===== src/rtl/instr_fetch.sv =====
// Instruction fetch front end: drives the PC stream into a variable-latency instruction
// memory and buffers returned words in a prefetch queue that feeds the decoder.
module instr_fetch #(
    parameter int          DEPTH    = 4,
    parameter logic [31:0] RESET_PC = 32'h0
) (
    input  logic        clk,
    input  logic        rstN,
    output logic        imReqValid,
    output logic [31:0] imReqAddr,
    input  logic        imReqReady,
    input  logic        imRespValid,
    input  logic [31:0] imRespData,
    input  logic        redirectValid,
    input  logic [31:0] redirectAddr,
    output logic        instrValid,
    output logic [31:0] instr,
    output logic [31:0] instrPc,
    output logic [31:0] instrPcInc,
    input  logic        instrReady
);
    localparam int AW = $clog2(DEPTH);
    localparam int CW = AW + 1;
    localparam logic MODE_IDLE = 1'b0;
    localparam logic MODE_RUN  = 1'b1;
    localparam logic [CW:0]   DEPTH_W = (CW+1)'(DEPTH);
    localparam logic [CW-1:0] ONE_C   = 1;
    localparam logic [AW-1:0] ONE_P   = 1;

    logic          r_mode;
    logic [31:0]   r_fetchPc;
    logic [31:0]   r_qPc   [DEPTH];
    logic [31:0]   r_qWord [DEPTH];
    logic [31:0]   r_pend  [DEPTH];
    logic [AW-1:0] r_rdPtr, r_wrPtr, r_pendRd, r_pendWr;
    logic [CW-1:0] r_count, r_outst, r_drop;

    logic          w_accept, w_resp, w_push, w_pop;
    logic [CW:0]   w_inflight;
    logic          w_unused_addr_lo;

    // Credits: queued words plus in-flight requests never exceed the queue depth.
    assign w_inflight = {1'b0, r_count} + {1'b0, r_outst};
    assign imReqValid = (r_mode == MODE_RUN) && !redirectValid && (w_inflight < DEPTH_W);
    assign imReqAddr  = r_fetchPc;
    assign w_accept   = imReqValid && imReqReady;
    assign w_resp     = imRespValid && (r_outst != '0);
    assign w_push     = w_resp && (r_drop == '0) && !redirectValid;
    assign instrValid = (r_count != '0);
    assign w_pop      = instrValid && instrReady;

    assign instr      = r_qWord[r_rdPtr];
    assign instrPc    = r_qPc[r_rdPtr];
    assign instrPcInc = instrPc + 32'd4;

    assign w_unused_addr_lo = ^redirectAddr[1:0];

    always_ff @(posedge clk or negedge rstN) begin
        if (!rstN) begin
            r_mode    <= MODE_IDLE;
            r_fetchPc <= RESET_PC;
            r_rdPtr   <= '0;
            r_wrPtr   <= '0;
            r_pendRd  <= '0;
            r_pendWr  <= '0;
            r_count   <= '0;
            r_outst   <= '0;
            r_drop    <= '0;
        end else begin
            r_mode  <= MODE_RUN;
            r_outst <= r_outst + CW'(w_accept) - CW'(w_resp);
            if (w_resp)
                r_pendRd <= r_pendRd + ONE_P;
            if (w_accept)
                r_pendWr <= r_pendWr + ONE_P;
            if (redirectValid) begin
                // Everything still in flight belongs to the old stream and must be discarded.
                r_fetchPc <= {redirectAddr[31:2], 2'b00};
                r_drop    <= r_outst - CW'(w_resp);
                r_count   <= '0;
                r_rdPtr   <= '0;
                r_wrPtr   <= '0;
            end else begin
                if (w_accept)
                    r_fetchPc <= r_fetchPc + 32'd4;
                if (w_resp && (r_drop != '0))
                    r_drop <= r_drop - ONE_C;
                if (w_push)
                    r_wrPtr <= r_wrPtr + ONE_P;
                if (w_pop)
                    r_rdPtr <= r_rdPtr + ONE_P;
                r_count <= r_count + CW'(w_push) - CW'(w_pop);
            end
        end
    end

    always_ff @(posedge clk or negedge rstN) begin
        if (!rstN) begin
            for (int i = 0; i < DEPTH; i++) begin
                r_qPc[i]   <= '0;
                r_qWord[i] <= '0;
                r_pend[i]  <= '0;
            end
        end else begin
            if (w_accept)
                r_pend[r_pendWr] <= r_fetchPc;
            if (w_push) begin
                r_qPc[r_wrPtr]   <= r_pend[r_pendRd];
                r_qWord[r_wrPtr] <= imRespData;
            end
        end
    end

    a_resp_has_outstanding: assert property (@(posedge clk) disable iff (!rstN)
        imRespValid |-> (r_outst != '0));

endmodule

===== config.mk =====
export PLATFORM = sky130hd
export DESIGN_NAME = instr_fetch
export DESIGN_NICKNAME = d
export VERILOG_FILES = /design/src/rtl/instr_fetch.sv
export SDC_FILE = /design/constraint.sdc
export NUM_CORES = 1
export LEC_CHECK = 0
export BUFFER_PORTS_ARGS = -buffer_cell sky130_fd_sc_hd__buf_2
export CAP_MARGIN = 20
export CORE_ASPECT_RATIO = 0.75
export CORE_UTILIZATION = 45
export DETAILED_ROUTE_END_ITERATION = 8
export PLACE_DENSITY = 0.74
export SLEW_MARGIN = 20
export SYNTH_ARGS = -nofsm -noshare
export SYNTH_HDL_FRONTEND = slang
export SYNTH_SLANG_ARGS = --single-unit

===== constraint.sdc =====
create_clock -name clk -period 4.9 [get_ports clk]
set_input_delay 0.49 -clock clk [delete_from_list [all_inputs] [get_ports clk]]
set_output_delay 0.49 -clock clk [all_outputs]
set_load 0.02 [all_outputs]

Yosys cells after proc, flatten, opt, wreduce, memory -nomap -nowiden
Index checks and enable logic that the tools add are counted.
Storage, ports and cells
  word-level logic and storage cells: 89
  bits in registers: 434
  output and inout port bits: 130
  input bits: 70
Operators by class
  $lt $le $gt $ge: 7
  multiplexer cells: 25
  reduce and logical (&&, ||, !) cells: 19
  bitwise gates (word level): 4
  $add $sub $neg: 13
Operator list (count)
  $bwmux W128: 3
  $mux W32: 10
  $bmux W32 S2: 3
  $demux W32 S2: 2
  $add A32 B3 Y32 const B: 2
  $ge A3 B3 Y1 const B: 4
  $not A2 Y3: 4
  $logic_and A1 B1 Y1: 10
  $mux W3: 3
  $reduce_bool A3 Y1: 3
  $sub A3 B1 Y3: 3
  $add A2 B1 Y2 const B: 4
  $mux W2: 4
  $reduce_bool A2 Y1: 4
  $add A3 B1 Y3: 2
  $lt A3 B1 Y1 const B: 2
  $add A3 B3 Y4: 1
  $lt A4 B3 Y1 const B: 1
  $logic_not A3 Y1: 1
  $sub A3 B1 Y3 const B: 1
  $logic_not A1 Y1: 1

Longest topological paths before layout
Gate-level depths: netlist of the first run.
  word-level depth: 7
  gate-level depth with buffers: 13
  mapped depth without buffers: 12

Least setup slack after synthesis of the first run
Ideal clock, no wire load.
  kind: register to register
  start: reg r_outst[1]
  end: reg r_outst[2]
  setup time: 0.125 ns
  setup slack: 2.039 ns
  cell stages (with the launch flop): 14
  data required time: 4.775 ns
  data arrival time: 2.736 ns
  path through: dfrtp_1 > ha_1 > nor4b_1 > and4_1 > inv_1 > clkbuf_1 > clkbuf_1 > ha_1 > inv_1 > ha_1 > inv_1 > fa_1 > xnor2_1 > xnor2_1
On the way
  cells in the longest elaborated chain, start to end: 6
  elaborated cells on any way between the ends: 8
RTL lines
  start, declared: RTL line 36  | logic [CW-1:0] r_count, r_outst, r_drop;
  start signal, assigned: RTL line 71  | r_outst <= r_outst + CW'(w_accept) - CW'(w_resp);
  $add A3 B3 Y4: RTL line 43  | assign w_inflight = {1'b0, r_count} + {1'b0, r_outst};
  $lt A4 B3 Y1: RTL line 44  | assign imReqValid = (r_mode == MODE_RUN) && !redirectValid && (w_inflight < DEPTH_W);
  $logic_and A1 B1 Y1: RTL line 44
  $logic_and A1 B1 Y1: RTL line 46  | assign w_accept = imReqValid && imReqReady;
  $add A3 B1 Y3: RTL line 71
  $sub A3 B1 Y3 (*): RTL line 71
Mark *: on every way between the ends. The rest lies on a longest branch, timed or not.
A chain may end at the register's enable or synchronous reset.

Worst setup path in the final report of the first run
  start: reg r_rdPtr[0]
  end: out instrPcInc[24]
On the way
  cells in the longest elaborated chain, start to end: 5
RTL lines
  start, declared: RTL line 35  | logic [AW-1:0] r_rdPtr, r_wrPtr, r_pendRd, r_pendWr;
  start signal, assigned: RTL line 91  | r_rdPtr <= r_rdPtr + ONE_P;
  $not A2 Y3 (implied by the code): RTL line 53  | assign instrPc = r_qPc[r_rdPtr];
  $bmux W32 S2: RTL line 53
  $mux W32 (implied by the code) (2 in a row): RTL line 53
  $add A32 B3 Y32: RTL line 54  | assign instrPcInc = instrPc + 32'd4;
  end, declared: RTL line 19  | output logic [31:0] instrPcInc,
Every way passes these cells. The select of a mux whose other input is x is not followed.

==> results.ini, run 1 <==
[hold_path]
min_to = imReqAddr[8]$_DFFE_PN0P_
hp-start = redirectAddr[8]
whs_path_depth = 3
min_path_type = primary input to flip-flop

[detailed_routing]
drcViolationCount = 0
finalWirelength_mm = 43.1
ant_nets = 0
drt_iter0_markers = 687
wl_per_cell_microns = 20.3
drtPass1Iterations = 5
dr_total_vias = 11900
routed_via_density = 5.59

[power]
finalPower_mw = 11.6
peakVddDrop_uv = 313
p_leak_nw = 10.7
cellPowerDensity_nw_per_um2 = 520

[logic_synthesis]
yosys-top-cells-area = dfrtp_1 (54%), mux2_2 (20%), mux4_2 (9.2%)
synth.distinct_cells = 53
synth-main-ff-cell = dfrtp_1
synth_edf_count = 0
ys_seq_area_share_pct = 53.9
netlist_instances = 1350
async_flop_share_pct = 100
ys_ff_latch = 416
synth.yosys.warnings = 0
syn_area_sq_um = 19300
avgSynthCellArea_sq_um = 14.3
synth_top_area_share_pct = 53.9
yosysTopAreaCell = dfrtp_1

[cts]
holdBufCountCts = 0
cts_buffers = 41
ctsResizeCount = 0
cts_root_buf = clkbuf_16
post_cts_buffers = 0
htreeDepth = 2
cts_tree = done
clk_pin_slew_ns = 0.06
insertion_delay_ns = 0.55
clockBufferDepth = 3
cts.sinks = 416

[cells_and_area]
layout_common_cells = dfrtp_1 (412), mux2_2 (336), buf_2 (190)
final_util_pct = 52.7
finalNonFillerCells = 2123
syn2layout_area_growth_pct = 15.1
area.sequential_sq_um = 10400
fillers = 3462
nNetsFinal = 1613
multi_input_comb_area_sq_um = 8350
layout_commonest_cell = dfrtp_1
layout-drive-gt1-share_pct = 46.2

[floorplan]
io_pins = 200
die_w_microns = 241
start_util_pct = 45.7
fp-row-count = 65
die_area_sq_um = 43700
die_h_microns = 181
core_sq_um = 42200

[worst_setup_path]
ff2ff_path_depth = 12
cp.arrival_ns = 3.53
rrSetupSlack_ns = 1.37
critPathMaxFanout = 29
crit_slowest_cell = dfrtp_4
crit_type = flip-flop to output port
end_kind = output port
reg2reg_to = r_outst[2]$_DFF_PN0_
critical_path.startpoint = r_rdPtr[0]$_DFFE_PN0P_
cp-start-kind = flip-flop
cp_data_required_time_ns = 4.41
path_cells = mux4_1, ha_1, and3_1, nand4_1, nor4_1, xor2_1, buf_2
reg2reg_from = r_outst[1]$_DFF_PN0_
cp_slowest_stage_delay_ns = 0.79

[grt]
met3_usage_pct = 3.89
grt_pass1_vias = 12500
grt_max_degree = 133
grt.met2_usage_pct = 30.1
grt_first_pass_wirelength_mm = 69.7
grtUsageTotal_pct = 20.3
globalRouteOverflowTotal = 0
grtUsageMet1_pct = 30.5
gr-max-usage-layer = met1
antenna_found_initial = 0

[sta]
fin_crit_sh_pct = 82.0
setup_tns_ns = 0
worstMarginPinSlew_ns = 1.00
setup_viol = 0
max_freq_ghz = 0.249
hold_ws_ns = 0.151
rsz0062_at_grt = no
timing.final.hold_violations = 0
skew_ns = 0.0218
finalMaxSlewViolations = 0
post-route-min-period_ns = 4.02
max-slew-margin-rel_pct = 32.7

[placement]
portBuffers = 191
place_congestion = 0.814
hpwl_mm = 28.5
dp.cells = 2045

[outcome]
status = completed

[flow_run]
maxCapViolCount = 0

==> cells by family after synthesis <==
group | after synthesis | synth area share [%]
flip-flops | 416 | 53.9
buffers and inverters | 125 | 2.93
AO/OA/AOI/OAI | 104 | 3.40
adder cells (fa/ha/maj) | 22 | 1.50
multiplexers | 431 | 30.7
other | 2 | 0.0389
XOR/XNOR | 41 | 1.86
AND/OR/NAND/NOR | 209 | 5.61
==> Yosys cell counts (7+ instances only) <==
| cell type | count |
|---|---|
| a21oi_1 | 11 |
| nand4_1 | 8 |
| and3_1 | 10 |
| nor3_1 | 14 |
| o21ai_0 | 53 |
| a21o_1 | 7 |
| xnor2_1 | 20 |
| inv_1 | 33 |
| mux2_2 | 336 |
| mux4_1 | 13 |
| mux4_2 | 79 |
| ha_1 | 20 |
| nor2_1 | 26 |
| o311ai_0 | 8 |
| a221o_1 | 9 |
| nand3_1 | 23 |
| xor2_1 | 21 |
| nand2_1 | 85 |
| dfrtp_1 | 416 |
| clkbuf_1 | 41 |
| buf_2 | 35 |
==> critical path: cells and delay by family (launching register included) <==
| family | cells | cell delay [ns] |
|---|---|---|
| xor+xnor | 1 | 0.18 |
| flops | 1 | 0.79 |
| fa+ha+maj | 1 | 0.23 |
| simple gates | 3 | 1.15 |
| mux | 1 | 0.45 |
| buf+inv | 1 | 0.18 |
==> power breakdown <==
group / leakage [nW] / internal (mW) / switching [mW]
registers: 5.57 / 4.20 / 0.630
logic: 4.48 / 1.66 / 1.87
clock network: 0.680 / 1.86 / 1.34
==> worst max path at each step <==
stage          slack [ns]                    to  cells past startpoint
2_1_floorplan        2.04  r_outst[2]$_DFF_PN0_                     13
3_3_place_gp         1.40  r_outst[2]$_DFF_PN0_                     12
3_5_place_dp         1.39  r_outst[2]$_DFF_PN0_                     12
4_1_cts              0.83        instrPcInc[24]                      7
5_1_grt              0.68        instrPcInc[24]                      7
6_report             0.88        instrPcInc[24]                      7
==> metrics by stage <==
stage,area (sq um),worst slack (ns)
6_report,22200,0.883
5_1_grt,22200,0.678
4_1_cts,22200,0.829
3_5_place_dp,20800,1.39
3_3_place_gp,20800,1.40
2_1_floorplan,19300,2.04
==> routing by layer <==
layer | share of wire [%] | routed length (microns)
met3 | 5.9 | 2540
met2 | 44 | 19100
met1 | 47 | 20500
met4 | 2.3 | 991
met5 | 0 | 0
==> flip-flops by register name, summed over array words and instances (netlist names) <==
name	cells
r_qWord	128
r_pend	120
r_qPc	120
imReqAddr	30
r_count	3
r_drop	3
r_outst	3
r_pendRd	2
r_pendWr	2
r_rdPtr	2
r_wrPtr	2
r_mode	1
==> cell type report <==
cell class,instances,share of cell area (%)
Sequential cell,416,46.9
Antenna cell,1,0.0113
Tap cell,569,3.20
Clock buffer,59,5.52
Multi-Input combinational cell,814,37.6
Clock inverter,16,0.675
Timing Repair Buffer,215,5.59
Inverter,33,0.557
Note: power is estimated with default switching activity, not from simulation.
==> inputs of run 2 (changes only) <==
Clock period 4.9 ns to 3.8 ns, I/O delays scaled along.
==> run 2 against run 1 <==
Effect of this change:
- combinational power is 31% higher
- clock-buffer cell count up 3
- setup slack got worse by 0.67 ns
- non-clock buffer count up 14
- die area did not move
- critical path type unchanged
- cell count is 0.66% higher
- utilization increased by 0.50 points
- final area rose by 0.94%
- clock skew grew 0.0057 ns
- largest cell class unchanged
==> results.ini, run 2 (synthesis gave the netlist of run 1 again) <==
[floorplan]
die_w_microns = 241  ; unchanged
io_pins = 200  ; unchanged
die_h_microns = 181  ; unchanged
fp-row-count = 65  ; unchanged
start_util_pct = 45.7  ; unchanged
core_sq_um = 42200  ; unchanged
die_area_sq_um = 43700  ; unchanged

[cells_and_area]
fin_area_sq_um = 22400  ; +0.94%
final_util_pct = 53.2  ; +0.50 points
largest_reg_flops = 128  ; unchanged
multi_input_comb_area_sq_um = 8370  ; +0.13%
layout_commonest_cell = dfrtp_1
fillers = 3454  ; -0.23%
top_regs = r_qWord: 128 flops, r_pend: 120 flops, r_qPc: 120 flops
finalNonFillerCells = 2137  ; +0.66%
nNetsFinal = 1627  ; +0.87%
layout_common_cells = dfrtp_1 (412), mux2_2 (336), buf_2 (190)
syn2layout_area_growth_pct = 16.2
layout-drive-gt1-share_pct = 46.7  ; +0.45 points
regMostFlops = r_qWord
antennaDiodeCount = 0  ; -1
area.sequential_sq_um = 10400  ; unchanged

[worst_setup_path]
cp_num_buf_inv = 2  ; +1
reg2reg_from = r_outst[1]$_DFF_PN0_
cp.arrival_ns = 3.21  ; -0.32 ns
ff2ff_path_depth = 7  ; -5
cp_slowest_stage_delay_ns = 0.66  ; -0.13 ns
cp_data_required_time_ns = 3.42  ; -0.99 ns
crit_type = flip-flop to output port
path_cells = buf_4, mux4_1, and4_1, nand4_4, nor4_2, xor2_1, buf_2
rrSetupSlack_ns = 0.93  ; -0.44 ns
crit_slowest_cell = dfrtp_4
reg2reg_to = r_qWord[70]$_DFFE_PN0P_
critPathTopFamily = simple AND/OR/NAND/NOR gates
cp-start-kind = flip-flop
critPathMaxFanout = 21  ; -28%
end_kind = output port

[grt]
grt_pass1_vias = 12600  ; +1.2%
antenna_found_initial = 0  ; unchanged
grtUsageTotal_pct = 20.9  ; +0.57 points
globalRouteOverflowTotal = 0  ; unchanged
grt_max_degree = 128  ; -3.8%
grt_first_pass_wirelength_mm = 71.7  ; +2.8%

[cts]
clk_pin_slew_ns = 0.06  ; about the same
cts_tree = done
insertion_delay_ns = 0.57  ; +0.02 ns
cts.sinks = 416  ; unchanged
cts_buffers = 41  ; unchanged
htreeDepth = 2  ; unchanged
cts_root_buf = clkbuf_16
clockBufferDepth = 3  ; unchanged

[detailed_routing]
routed_via_density = 5.60  ; +0.23%
wl_per_cell_microns = 20.8  ; +2.3%
finalWirelength_mm = 44.4  ; +2.9%
drt_iter0_markers = 546  ; -21%
drcViolationCount = 0  ; unchanged
dr_total_vias = 12000  ; +0.89%
drtPass1Iterations = 5  ; unchanged
ant_nets = 0  ; unchanged

[hold_path]
min_path_type = primary input to flip-flop
min_to = imReqAddr[17]$_DFFE_PN0P_
hp-start = redirectAddr[17]
whs_path_depth = 3  ; unchanged

[sta]
max-slew-margin-rel_pct = 35.6  ; +2.9 points
setup_tns_ns = 0  ; unchanged
max_freq_ghz = 0.278
finalMaxSlewViolations = 0  ; unchanged
rsz0062_at_grt = no
skew_ns = 0.0275  ; +0.00570 ns
fin_crit_sh_pct = 94.5
post-route-min-period_ns = 3.59
worstMarginPinSlew_ns = 0.957  ; -0.0433 ns
setup_viol = 0  ; unchanged
timing.final.hold_violations = 0  ; unchanged

[power]
p_switching_mw = 5.02  ; +31%
netSwitchingFraction_pct = 33.2  ; -0.042 points
p_seq_share_pct = 41.3  ; -0.5 points
p_leak_nw = 10.8  ; +1.1%
comb_power_share_pct = 30.5  ; about the same
p_int_mw = 10.1  ; +31%
power_frac_clock_pct = 28.2  ; +0.6 points
peakVddDrop_uv = 358  ; +14%
cellPowerDensity_nw_per_um2 = 674  ; +30%

[placement]
portBuffers = 191  ; unchanged
place_congestion = 0.814  ; unchanged
hpwl_mm = 29.6  ; +3.9%
postPlaceCellArea_sq_um = 20900  ; +0.58%
dp.cells = 2056  ; +0.54%

[flow_run]
maxCapViolCount = 0  ; unchanged

[outcome]
status = completed

run 2: changes by cell type in the layout (fill, tap and decap cells not counted), sizes merged:
cell         before  now
buf             214  227
bufinv            2    4
clkbuf           59   62
clkinv           10    9
clkinvlp          2    0
diode             1    0
dlygate4sd3       1    2
inv              35   34
run 2: area by class of cell:
type                       instances  share of cell area (%)
clock buffer                      62                    5.50
clock inverter                    14                   0.875
inverter                          33                   0.552
multi-input combinational        814                    37.3
sequential                       416                    46.4
tap                              569                    3.17
timing repair buffer             229                    6.19
run 2: worst reg2reg max path, stage by stage, from the launching register on:
cell	delay, ns
dfrtp_1	0.48
o31ai_2	0.13
inv_1	0.18
and3_1	0.30
nor2b_1	0.36
and2_2	0.64
buf_12	0.29
mux2_2	0.38
run 2: worst max path at each step:
stage,from,endpoint,cells past startpoint,slack (ns)
after floorplan,r_outst[1]$_DFF_PN0_,r_outst[2]$_DFF_PN0_,13,0.94
after global placement,r_rdPtr[0]$_DFFE_PN0P_,instrPcInc[24],7,0.63
after detailed placement,r_rdPtr[0]$_DFFE_PN0P_,instrPcInc[24],7,0.59
after CTS,r_rdPtr[0]$_DFFE_PN0P_,instrPcInc[31],7,0.07
after global routing,r_rdPtr[0]$_DFFE_PN0P_,instrPcInc[27],7,0.03
final,r_rdPtr[0]$_DFFE_PN0P_,instrPcInc[31],7,0.21
run 2: repair_timing:
action,in CTS,in global routing
hold buffers,2,0
hold endpoints to repair,25,0
setup endpoints to repair,4,5
buffers inserted,2,0
pin swaps,1,0
gates resized for setup,1,1
run 2: power by group through the flow:
stage	combinational, mW	sequential [mW]	clock, mW
after global routing	5.00	6.39	4.55
after global placement	4.47	6.23	0
after detailed placement	4.62	6.33	0
after floorplan	3.38	5.92	0
after CTS	4.64	6.26	4.38
final	4.61	6.25	4.27
run 2: per-layer routing:
metal / track usage, % / share of wire, % / vias up
met5: 0 / 0 / -
met4: 4.96 / 1.7 / 0
met3: 3.48 / 4.9 / 55
met2: 31.4 / 46 / 314
met1: 31.6 / 48 / 6287
li1: - / - / 5310
run 2: stage by stage:
step | hold WS [ns] | total power [mW] | setup WS [ns]
after floorplan | 0.0844 | 9.31 | 0.939
after global placement | 0.457 | 10.7 | 0.629
after detailed placement | 0.469 | 10.9 | 0.586
after CTS | 0.0174 | 15.3 | 0.0723
after global routing | 0.0391 | 15.9 | 0.0316
final | 0.0387 | 15.1 | 0.208
